--- config.mk ---
export PLATFORM = sky130hd
export DESIGN_NAME = seq_detector_compare
export DESIGN_NICKNAME = d
export VERILOG_FILES = /design/src/rtl/seq_detector_compare.sv
export SDC_FILE = /design/constraint.sdc
export NUM_CORES = 1
export LEC_CHECK = 0
export CAP_MARGIN = 20
export CORE_ASPECT_RATIO = 0.5
export CORE_MARGIN = 4
export CORE_UTILIZATION = 44
export CTS_CLUSTER_DIAMETER = 30
export DETAILED_ROUTE_END_ITERATION = 6
export GPL_ROUTABILITY_DRIVEN = 0
export PLACE_DENSITY = 0.83
export SYNTH_ARGS = -nofsm -noshare
export SYNTH_HDL_FRONTEND = slang
export SYNTH_SLANG_ARGS = --single-unit
--- constraint.sdc ---
create_clock -name clk -period 1.6 [get_ports clk]
set_clock_uncertainty 0.2 [all_clocks]
set_input_delay 0.16 -clock clk [delete_from_list [all_inputs] [get_ports clk]]
set_output_delay 0.16 -clock clk [all_outputs]
set_load 0.05 [all_outputs]
--- src/rtl/seq_detector_compare.sv ---
// Mealy/Moore detector pair for one PATTERN, advanced on rising edges of step,
// with saturating per-machine detection counters and a sticky disagreement flag.
module seq_detector_compare #(
  parameter int                     PATTERN_LEN = 4,
  parameter logic [PATTERN_LEN-1:0] PATTERN     = 4'b1011,
  parameter bit                     OVERLAP     = 1'b1,
  parameter int                     CNT_W       = 8
) (
  input  logic                             clk,
  input  logic                             reset,
  input  logic                             step,
  input  logic                             din,
  input  logic                             clear_cnt,
  output logic                             z_mealy,
  output logic [$clog2(PATTERN_LEN)-1:0]   state_mealy,
  output logic                             z_moore,
  output logic [$clog2(PATTERN_LEN+1)-1:0] state_moore,
  output logic [CNT_W-1:0]                 cnt_mealy,
  output logic [CNT_W-1:0]                 cnt_moore,
  output logic                             mismatch
);

  localparam int L  = PATTERN_LEN;
  localparam int MW = $clog2(L);
  localparam int OW = $clog2(L + 1);

  // Longest pattern prefix that is a suffix of (prefix of length k, then bit b).
  function automatic int kmp_next(input int k, input int b);
    int  n, best, idx;
    bit  ok, s;
    n    = k + 1;
    best = 0;
    for (int j = 1; j <= L; j++) begin
      if (j <= n) begin
        ok = 1'b1;
        for (int i = 0; i < j; i++) begin
          idx = n - j + i;
          s   = (idx < k) ? PATTERN[L-1-idx] : b[0];
          if (s != PATTERN[L-1-i]) ok = 1'b0;
        end
        if (ok) best = j;
      end
    end
    return best;
  endfunction

  function automatic int fail_len();
    int best;
    bit ok;
    best = 0;
    for (int j = 1; j < L; j++) begin
      ok = 1'b1;
      for (int i = 0; i < j; i++) begin
        if (PATTERN[j-1-i] != PATTERN[L-1-i]) ok = 1'b0;
      end
      if (ok) best = j;
    end
    return best;
  endfunction

  localparam int FAIL = fail_len();

  logic [OW-1:0] moore_tab [L+1][2];
  logic [MW-1:0] mealy_tab [L][2];

  for (genvar gi = 0; gi <= L; gi++) begin : g_moore
    for (genvar gb = 0; gb < 2; gb++) begin : g_bit
      localparam int SRC = (gi == L && !OVERLAP) ? 0 : gi;
      localparam int NXT = kmp_next(SRC, gb);
      assign moore_tab[gi][gb] = OW'(NXT);
    end
  end

  for (genvar gi = 0; gi < L; gi++) begin : g_mealy
    for (genvar gb = 0; gb < 2; gb++) begin : g_bit
      localparam bit DONE = (gi == L - 1) && (gb == int'(PATTERN[0]));
      localparam int NXT  = DONE ? (OVERLAP ? FAIL : 0) : kmp_next(gi, gb);
      assign mealy_tab[gi][gb] = MW'(NXT);
    end
  end

  logic             step_q;
  logic             adv;
  logic [MW-1:0]    mealy_q, mealy_d;
  logic [OW-1:0]    moore_q, moore_d;
  logic [CNT_W-1:0] cnt_mealy_q, cnt_mealy_d;
  logic [CNT_W-1:0] cnt_moore_q, cnt_moore_d;
  logic             hit_q, hit_d;
  logic             chk_q, chk_d;
  logic             mismatch_q, mismatch_d;

  assign adv     = step & ~step_q;
  assign z_mealy = (mealy_q == MW'(L - 1)) && (din == PATTERN[0]);
  assign z_moore = (moore_q == OW'(L));

  always_comb begin
    mealy_d     = mealy_q;
    moore_d     = moore_q;
    cnt_mealy_d = cnt_mealy_q;
    cnt_moore_d = cnt_moore_q;
    hit_d       = hit_q;
    chk_d       = 1'b0;
    mismatch_d  = mismatch_q;

    if (adv) begin
      mealy_d = mealy_tab[mealy_q][din];
      moore_d = moore_tab[moore_q][din];
      hit_d   = z_mealy;
      chk_d   = 1'b1;
    end

    // Clear outranks both counting and setting the flag.
    if (clear_cnt) begin
      cnt_mealy_d = '0;
      cnt_moore_d = '0;
      mismatch_d  = 1'b0;
    end else begin
      if (adv && z_mealy && (cnt_mealy_q != '1)) cnt_mealy_d = cnt_mealy_q + 1'b1;
      if (adv && (moore_d == OW'(L)) && (cnt_moore_q != '1)) cnt_moore_d = cnt_moore_q + 1'b1;
      if (chk_q && (z_moore != hit_q)) mismatch_d = 1'b1;
    end
  end

  // step_q resets high so a step held through reset is not seen as a rising edge.
  always_ff @(posedge clk or negedge reset) begin
    if (!reset) begin
      step_q      <= 1'b1;
      mealy_q     <= '0;
      moore_q     <= '0;
      cnt_mealy_q <= '0;
      cnt_moore_q <= '0;
      hit_q       <= 1'b0;
      chk_q       <= 1'b0;
      mismatch_q  <= 1'b0;
    end else begin
      step_q      <= step;
      mealy_q     <= mealy_d;
      moore_q     <= moore_d;
      cnt_mealy_q <= cnt_mealy_d;
      cnt_moore_q <= cnt_moore_d;
      hit_q       <= hit_d;
      chk_q       <= chk_d;
      mismatch_q  <= mismatch_d;
    end
  end

  assign state_mealy = mealy_q;
  assign state_moore = moore_q;
  assign cnt_mealy   = cnt_mealy_q;
  assign cnt_moore   = cnt_moore_q;
  assign mismatch    = mismatch_q;

endmodule
==> flow_metrics.py, run 1 <==
metrics = {
    "floorplan": {
        "rows": 13,
        "die_w_um": 83.98,
        "start_util": 0.4761,
        "ioPinCount": 29,
        "die_h_um": 45.99,
    },
    "clock_network": {
        "cts.sinks": 25,
        "cts_root_buffer": "clkbuf_8",
        "cts_made_buffers": 3,
        "cts_buffer_depth": 2,
        "htreeDepth": 1,
    },
    "logic_synthesis": {
        "syn_nets": 137,
        "synth_ff_type": "dfrtp_1",
        "async_flop_share": 1.000,
        "yosys_warnings": 0,
        "synth-seq-area-share": 0.4936,
        "synth_top_area_frac": 0.4729,
        "synth-edff-count": 0,
        "synth_largest_area_cell": "dfrtp_1",
        "ys_types": 37,
        "synth.avg_cell_area_sq_um": 9.769,
        "netlist_area_sq_um": 1270,
        "netlist_instances": 130,
        "synth-seq-cells": 25,
        "synth_area_leaders": "dfrtp_1 47%, nor2_1 3.8%, a21oi_1 3.2%",
    },
    "global_routing": {
        "antenna_found_initial": 1,
        "grt_max_degree": 20,
    },
    "placement": {
        "placed_cell_area_sq_um": 2210,
        "io_buffers": 28,
        "hpwlAfterDp_mm": 3.112,
    },
    "timing": {
        "crit_endpoint": "cnt_mealy[0]$_DFFE_PN0P_/D",
        "worstEpCategory": "register input",
    },
    "outcome": {
        "haltStage": "global routing",
        "status": "aborted with a tool error",
        "firstError": "[ERROR DPL-0033] detailed placement checks failed during check placement.",
    },
}
[kinds of logic after synthesis]
family | synth area share
AND/OR/NAND/NOR | 0.2365
AO/OA/AOI/OAI | 0.1724
flip-flops | 0.4936
buffers and inverters | 0.02365
multiplexers | 0.04039
XOR/XNOR | 0.01380
adder cells (fa/ha/maj) | 0.01970
[cells in the mapped netlist (all sizes together), types with 3 or more instances]
cell / n
o21ai: 6
mux2i: 4
a311oi: 4
nor3: 3
nand2: 10
a21boi: 3
nand3: 4
a211oi: 3
or3: 3
nand4: 4
dfrtp: 24
inv: 5
a21oi: 8
and3: 3
nor4: 3
nand2b: 5
nor2: 13
[through the flow]
stage	std cells	setup TNS (ns)	utilization	setup WS [ns]	hold slack [ns]
after floorplan	130	-1.596	-	-0.2046	-0.3356
after global placement	220	-3.624	0.8283	-0.3112	0.2630
after detailed placement	220	-5.031	0.8283	-0.3884	0.2782
after CTS	238	-0.2467	0.9292	-0.09566	0.3129
[timing repair]
item	4_1_cts
gates resized for setup	17
setup buffers	12
hold endpoints to repair	6
hold buffers	2
pin swaps	20
setup endpoints to repair	15
==> inputs of run 2 (changes only) <==
Settings changed: CORE_AREA set to 4 4 65 67, CORE_ASPECT_RATIO 0.5 to not set, CORE_MARGIN 4 to not set, CORE_UTILIZATION 44 to not set, CTS_CLUSTER_DIAMETER 30 to not set, DIE_AREA set to 0 0 69 71, PLACE_DENSITY 0.83 to not set, PLACE_DENSITY_LB_ADDON set to 0.15.
Clock period 1.6 ns to 2.08 ns, I/O delays scaled along.
==> flow_metrics.py, run 2 <==
metrics = {
    "clock_network": {
        "cts_made_buffers": 3,
        "cts_root_buffer": "clkbuf_8",
        "cts.sinks": 25,
        "clk_pin_slew_ns": 0.08,
        "cts_tree": "built",
        "hold_buffers": 0,
        "cts-resized-gates": 0,
        "cts_setup_buffers": 0,
        "htreeDepth": 1,
        "cts_buffer_depth": 2,
        "worstSkewPairLatency_ns": 0.27,
    },
    "timing": {
        "hold_ws_ns": 0.1136,
        "rsz0062_at_grt": "no",
        "finalCritPeriodShare": 0.9639,
        "slew_violations": 0,
        "tightestPinTransition_ns": 0.5170,
        "fin_tns_setup_ns": 0,
        "period_needed_ns": 2.005,
        "max_slew_margin": 0.6542,
        "hold_viol_final": 0,
        "setup_viol_count_final": 0,
        "max_freq_mhz": 498.8,
    },
    "detailed_routing": {
        "wl_met1_mm": 1.286,
        "drt-pass1-iter-count": 4,
        "vias_per_cell": 5.284,
        "vias": 1152,
        "drtAntennaViolNets": 0,
        "drc_errors": 0,
        "wl_per_cell_um": 14.05,
        "wl_met2_mm": 1.529,
        "wirelength_mm": 3.062,
        "drtIter0Drc": 60,
        "top_layer_used": "met4",
        "wl_met3_um": 174,
    },
    "worst_setup_path": {
        "path_depth": 1,
        "crit_path_max_fanout": 8,
        "cp_top_family": "buffers and inverters",
        "cp_cell_sequence": "clkdlybuf4s50_1",
        "worst-r2r-cell-count": 4,
        "critical_path_class": "reg -> out",
        "slowest_stage": "clkdlybuf4s50_1",
        "worst_ep_arrival_time_ns": 1.60,
        "slowest_delay_ns": 0.85,
        "end_kind": "output port",
        "required_ns": 1.67,
        "start_kind": "register",
        "timing.critical_path.buf_inv": 1,
    },
    "power_and_ir_drop": {
        "p_leak_uw": 0.0007523,
        "power_density_nw_per_um2": 561.3,
        "peakVddDrop_uv": 337.4,
    },
    "floorplan": {
        "die_h_um": 71,
        "start_util": 0.3495,
        "core_sq_um": 3633,
        "rows": 22,
        "die_area_sq_um": 4899,
        "die_w_um": 69,
        "ioPinCount": 29,
    },
    "logic_synthesis": {
        "synth.avg_cell_area_sq_um": 9.769,
        "synth-seq-cells": 25,
        "syn_nets": 137,
        "yosys_warnings": 0,
        "netlist_area_sq_um": 1270,
        "async_flop_share": 1.000,
        "synth_area_leaders": "dfrtp_1 47%, nor2_1 3.8%, a21oi_1 3.2%",
        "ys_types": 37,
        "ys_top_cells_by_count": "24 x dfrtp_1, 13 x nor2_1, 10 x nand2_1",
        "synth-edff-count": 0,
        "yosysMostFrequentCell": "dfrtp_1",
        "netlist_instances": 130,
        "synth_top_area_frac": 0.4729,
        "synth-seq-area-share": 0.4936,
        "synth_largest_area_cell": "dfrtp_1",
        "synth_ff_type": "dfrtp_1",
    },
    "global_routing": {
        "grt_overflow_total": 0,
        "track_usage": 0.1337,
        "grt_max_degree": 26,
        "antenna_found_initial": 0,
        "grt_pass1_vias": 1178,
        "grt_first_pass_wirelength_mm": 5.451,
    },
    "layout": {
        "drive_gt1_frac": 0.1412,
        "syn_to_final_growth_pct": 37.04,
        "final_cell_mix": "24 x dfrtp_1, 24 x clkdlybuf4s50_1, 14 x buf_4, 13 x nor2_1, 10 x nand2_1",
        "num_antenna_cells": 0,
        "final_nets": 178,
    },
    "outcome": {
        "status": "finished clean",
    },
    "placement": {
        "hpwlAfterDp_mm": 2.301,
        "io_buffers": 28,
    },
    "hold_path": {
        "hp-class": "in -> async",
    },
    "flow_run": {
        "cap_violations": 0,
    },
}
-- run 2: cell families (layout without fill, tap and decap cells) --
| kind of cell | Yosys count | in the layout | share of synthesized area |
|---|---|---|---|
| AOI/OAI and AO/OA | 32 | 32 | 0.1724 |
| xor gates and xnor gates | 2 | 2 | 0.01380 |
| adders and majority gates | 2 | 2 | 0.01970 |
| buffers and inverters | 8 | 48 | 0.02365 |
| DFF | 25 | 25 | 0.4936 |
| muxes | 5 | 5 | 0.04039 |
| and+or+nand+nor | 56 | 56 | 0.2365 |
-- run 2: final cells by class --
cell class	instances	area, sq um
multi-input cells	97	624.3
flip-flops and latches	25	626.9
inverters	5	18.77
clock buffers	4	45.04
repair buffers	39	365.4
well taps	48	60.06
fillers	375	1893
-- run 2: routing by layer --
metal	global-route usage	vias up
met1	0.1602	543
met2	0.2278	38
met3	0.02983	7
li1	-	564
met5	0	-
met4	0.06291	0
-- run 2: report_power, final --
group | leakage, uW | switching (uW) | total (uW) | internal (uW)
combinational | 0.000390 | 106 | 165 | 58.8
clock | 0.0000228 | 147 | 284 | 137
sequential | 0.000339 | 24.3 | 528 | 504
total | 0.000752 | 277 | 977 | 700
-- run 2: final timing paths --
path                              startpoint            to  slack [ns]
max in group asynchronous              reset        step_q        1.27
worst min register to register         chk_q      mismatch        0.29
min in group clk                        step        step_q        0.21
worst min-delay path                   reset  cnt_mealy[6]        0.11
worst max register to register  cnt_mealy[6]  cnt_mealy[0]        0.20
worst max-delay path            cnt_moore[3]  cnt_moore[3]        0.08
-- run 2: stage by stage --
step | std cells | area (sq um) | setup WS (ns) | util | power [uW]
3_5_place_dp | 214 | 1695 | 0.07144 | 0.4666 | 704.6
6_report | 218 | 1740 | 0.07518 | 0.4790 | 976.9
4_1_cts | 218 | 1740 | 0.05503 | 0.4790 | 991.6
5_1_grt | 218 | 1740 | 0.002368 | 0.4790 | 1026
2_1_floorplan | 130 | 1281 | 0.02429 | - | 631.4
3_3_place_gp | 214 | 1695 | 0.1044 | 0.4666 | 703.2
No activity file was read; power rests on OpenSTA's default activity.
==> inputs of run 3 (changes only) <==
Settings changed: GPL_ROUTABILITY_DRIVEN 0 to not set.
==> results of run 3 <==
No change in the layout: final DEF, timing and power equal those of run 2.
==> inputs of run 4 (changes only) <==
Settings changed: GPL_ROUTABILITY_DRIVEN set to 0, REMOVE_ABC_BUFFERS set to 1, SKIP_CTS_REPAIR_TIMING set to 1.
==> flow_metrics.py, run 4 (synthesis results as in run 2) <==
metrics = {
    "floorplan": {
        "die_h_um": 71,
        "start_util": 0.3495,
        "die_area_sq_um": 4899,
        "rows": 22,
        "core_sq_um": 3633,
        "ioPinCount": 29,
        "die_w_um": 69,
    },
    "placement": {
        "io_buffers": 28,
        "placed_cells": 214,
        "hpwlAfterDp_mm": 2.351,
        "dp_slack_ns": 0.06697,
    },
    "detailed_routing": {
        "drtIter0Drc": 37,
        "wirelength_mm": 3.149,
        "vias_per_cell": 5.289,
        "drt-pass1-iter-count": 4,
        "vias": 1153,
        "drc_errors": 0,
        "drtAntennaViolNets": 0,
        "wl_per_cell_um": 14.44,
    },
    "timing": {
        "hold_ws_ns": 0.1154,
        "period_needed_ns": 1.987,
        "setup_viol_count_final": 0,
        "max_freq_mhz": 503.2,
        "setup_ws_ns": 0.09263,
        "finalCritPeriodShare": 0.9555,
        "max_slew_margin": 0.5573,
        "hold_viol_final": 0,
        "rsz0062_at_grt": "no",
        "tightestPinTransition_ns": 0.6626,
        "fin_tns_setup_ns": 0,
        "slew_violations": 0,
    },
    "power_and_ir_drop": {
        "p_leak_uw": 0.0007511,
        "power_density_nw_per_um2": 560.2,
        "peakVddDrop_uv": 262.5,
        "power_uw": 977.0,
    },
    "worst_setup_path": {
        "cp_top_family": "buffers and inverters",
        "slowest_delay_ns": 0.85,
        "end_kind": "output port",
        "start_kind": "register",
        "critical_path_class": "reg -> out",
        "slowest_stage": "clkdlybuf4s50_1",
        "cp_cell_sequence": "clkdlybuf4s50_1",
        "worst_ep_arrival_time_ns": 1.58,
        "required_ns": 1.67,
        "crit_path_max_fanout": 8,
        "timing.critical_path.buf_inv": 1,
    },
    "global_routing": {
        "track_usage": 0.1352,
        "grt_overflow_total": 0,
        "grt_pass1_vias": 1199,
        "grt_max_degree": 26,
        "antenna_found_initial": 0,
        "grt_first_pass_wirelength_mm": 5.485,
    },
    "layout": {
        "ff_latch_area_sq_um": 626.9,
        "drive_gt1_frac": 0.1294,
        "layoutNonFillerInstCount": 218,
        "final_cell_mix": "25 x clkdlybuf4s50_1, 24 x dfrtp_1, 13 x nor2_1, 12 x buf_4, 10 x nand2_1",
        "fill_cells": 370,
        "final_nets": 178,
        "num_antenna_cells": 0,
        "multi_input_area_sq_um": 613.1,
        "syn_to_final_growth_pct": 37.34,
        "layout_commonest_cell": "clkdlybuf4s50_1",
    },
    "flow_run": {
        "cap_violations": 0,
    },
    "clock_network": {
        "cts_made_buffers": 3,
        "cts_buffer_depth": 2,
        "cts_root_buffer": "clkbuf_8",
        "clk_pin_slew_ns": 0.09,
        "worstSkewPairLatency_ns": 0.26,
        "cts.sinks": 25,
        "htreeDepth": 1,
        "cts_tree": "built",
    },
    "outcome": {
        "status": "finished clean",
    },
    "hold_path": {
        "hp-class": "in -> async",
    },
}
[run 4: cell count changes in the layout (fill, tap and decap cells not counted), sizes merged]
| cell | change |
|---|---|
| buf | -1 |
| clkdlybuf4s50 | +1 |
[run 4: layer usage]
layer,vias to the layer above,share of wire,GRT usage
met4,0,0.0054,0.03905
met2,27,0.51,0.2447
met3,2,0.036,0.02273
met1,562,0.45,0.1648
met5,-,0,0
li1,562,-,-
[run 4: cell type report]
type / instances / area share
clock buffers: 4 / 0.02583
inverters: 5 / 0.01076
repair buffers: 39 / 0.2181
well taps: 48 / 0.03443
multi-input cells: 97 / 0.3515
flip-flops and latches: 25 / 0.3594
[run 4: final timing paths]
| kind | from | end | slack, ns | cells after the start |
|---|---|---|---|---|
| max | cnt_moore[3] | cnt_moore[3] | 0.09 | 1 |
| min | reset | chk_q | 0.12 | 2 |
| max reg2reg | cnt_mealy[6] | cnt_mealy[0] | 0.19 | 4 |
| min reg2reg | chk_q | mismatch | 0.29 | 2 |
| max in group asynchronous | reset | step_q | 1.27 | 2 |
| min in group clk | step | step_q | 0.23 | 1 |
[run 4: stage by stage]
stage,cell area (sq um),utilization
after floorplan,1259,-
after global placement,1699,0.4676
after detailed placement,1699,0.4676
after CTS,1744,0.4800
after global routing,1744,0.4800
final,1744,0.4800
[run 4: power by group]
part | total (uW) | internal (uW) | switching (uW)
Clock | 283 | 137 | 146
Combinational | 169 | 60.7 | 108
Sequential | 525 | 504 | 20.6
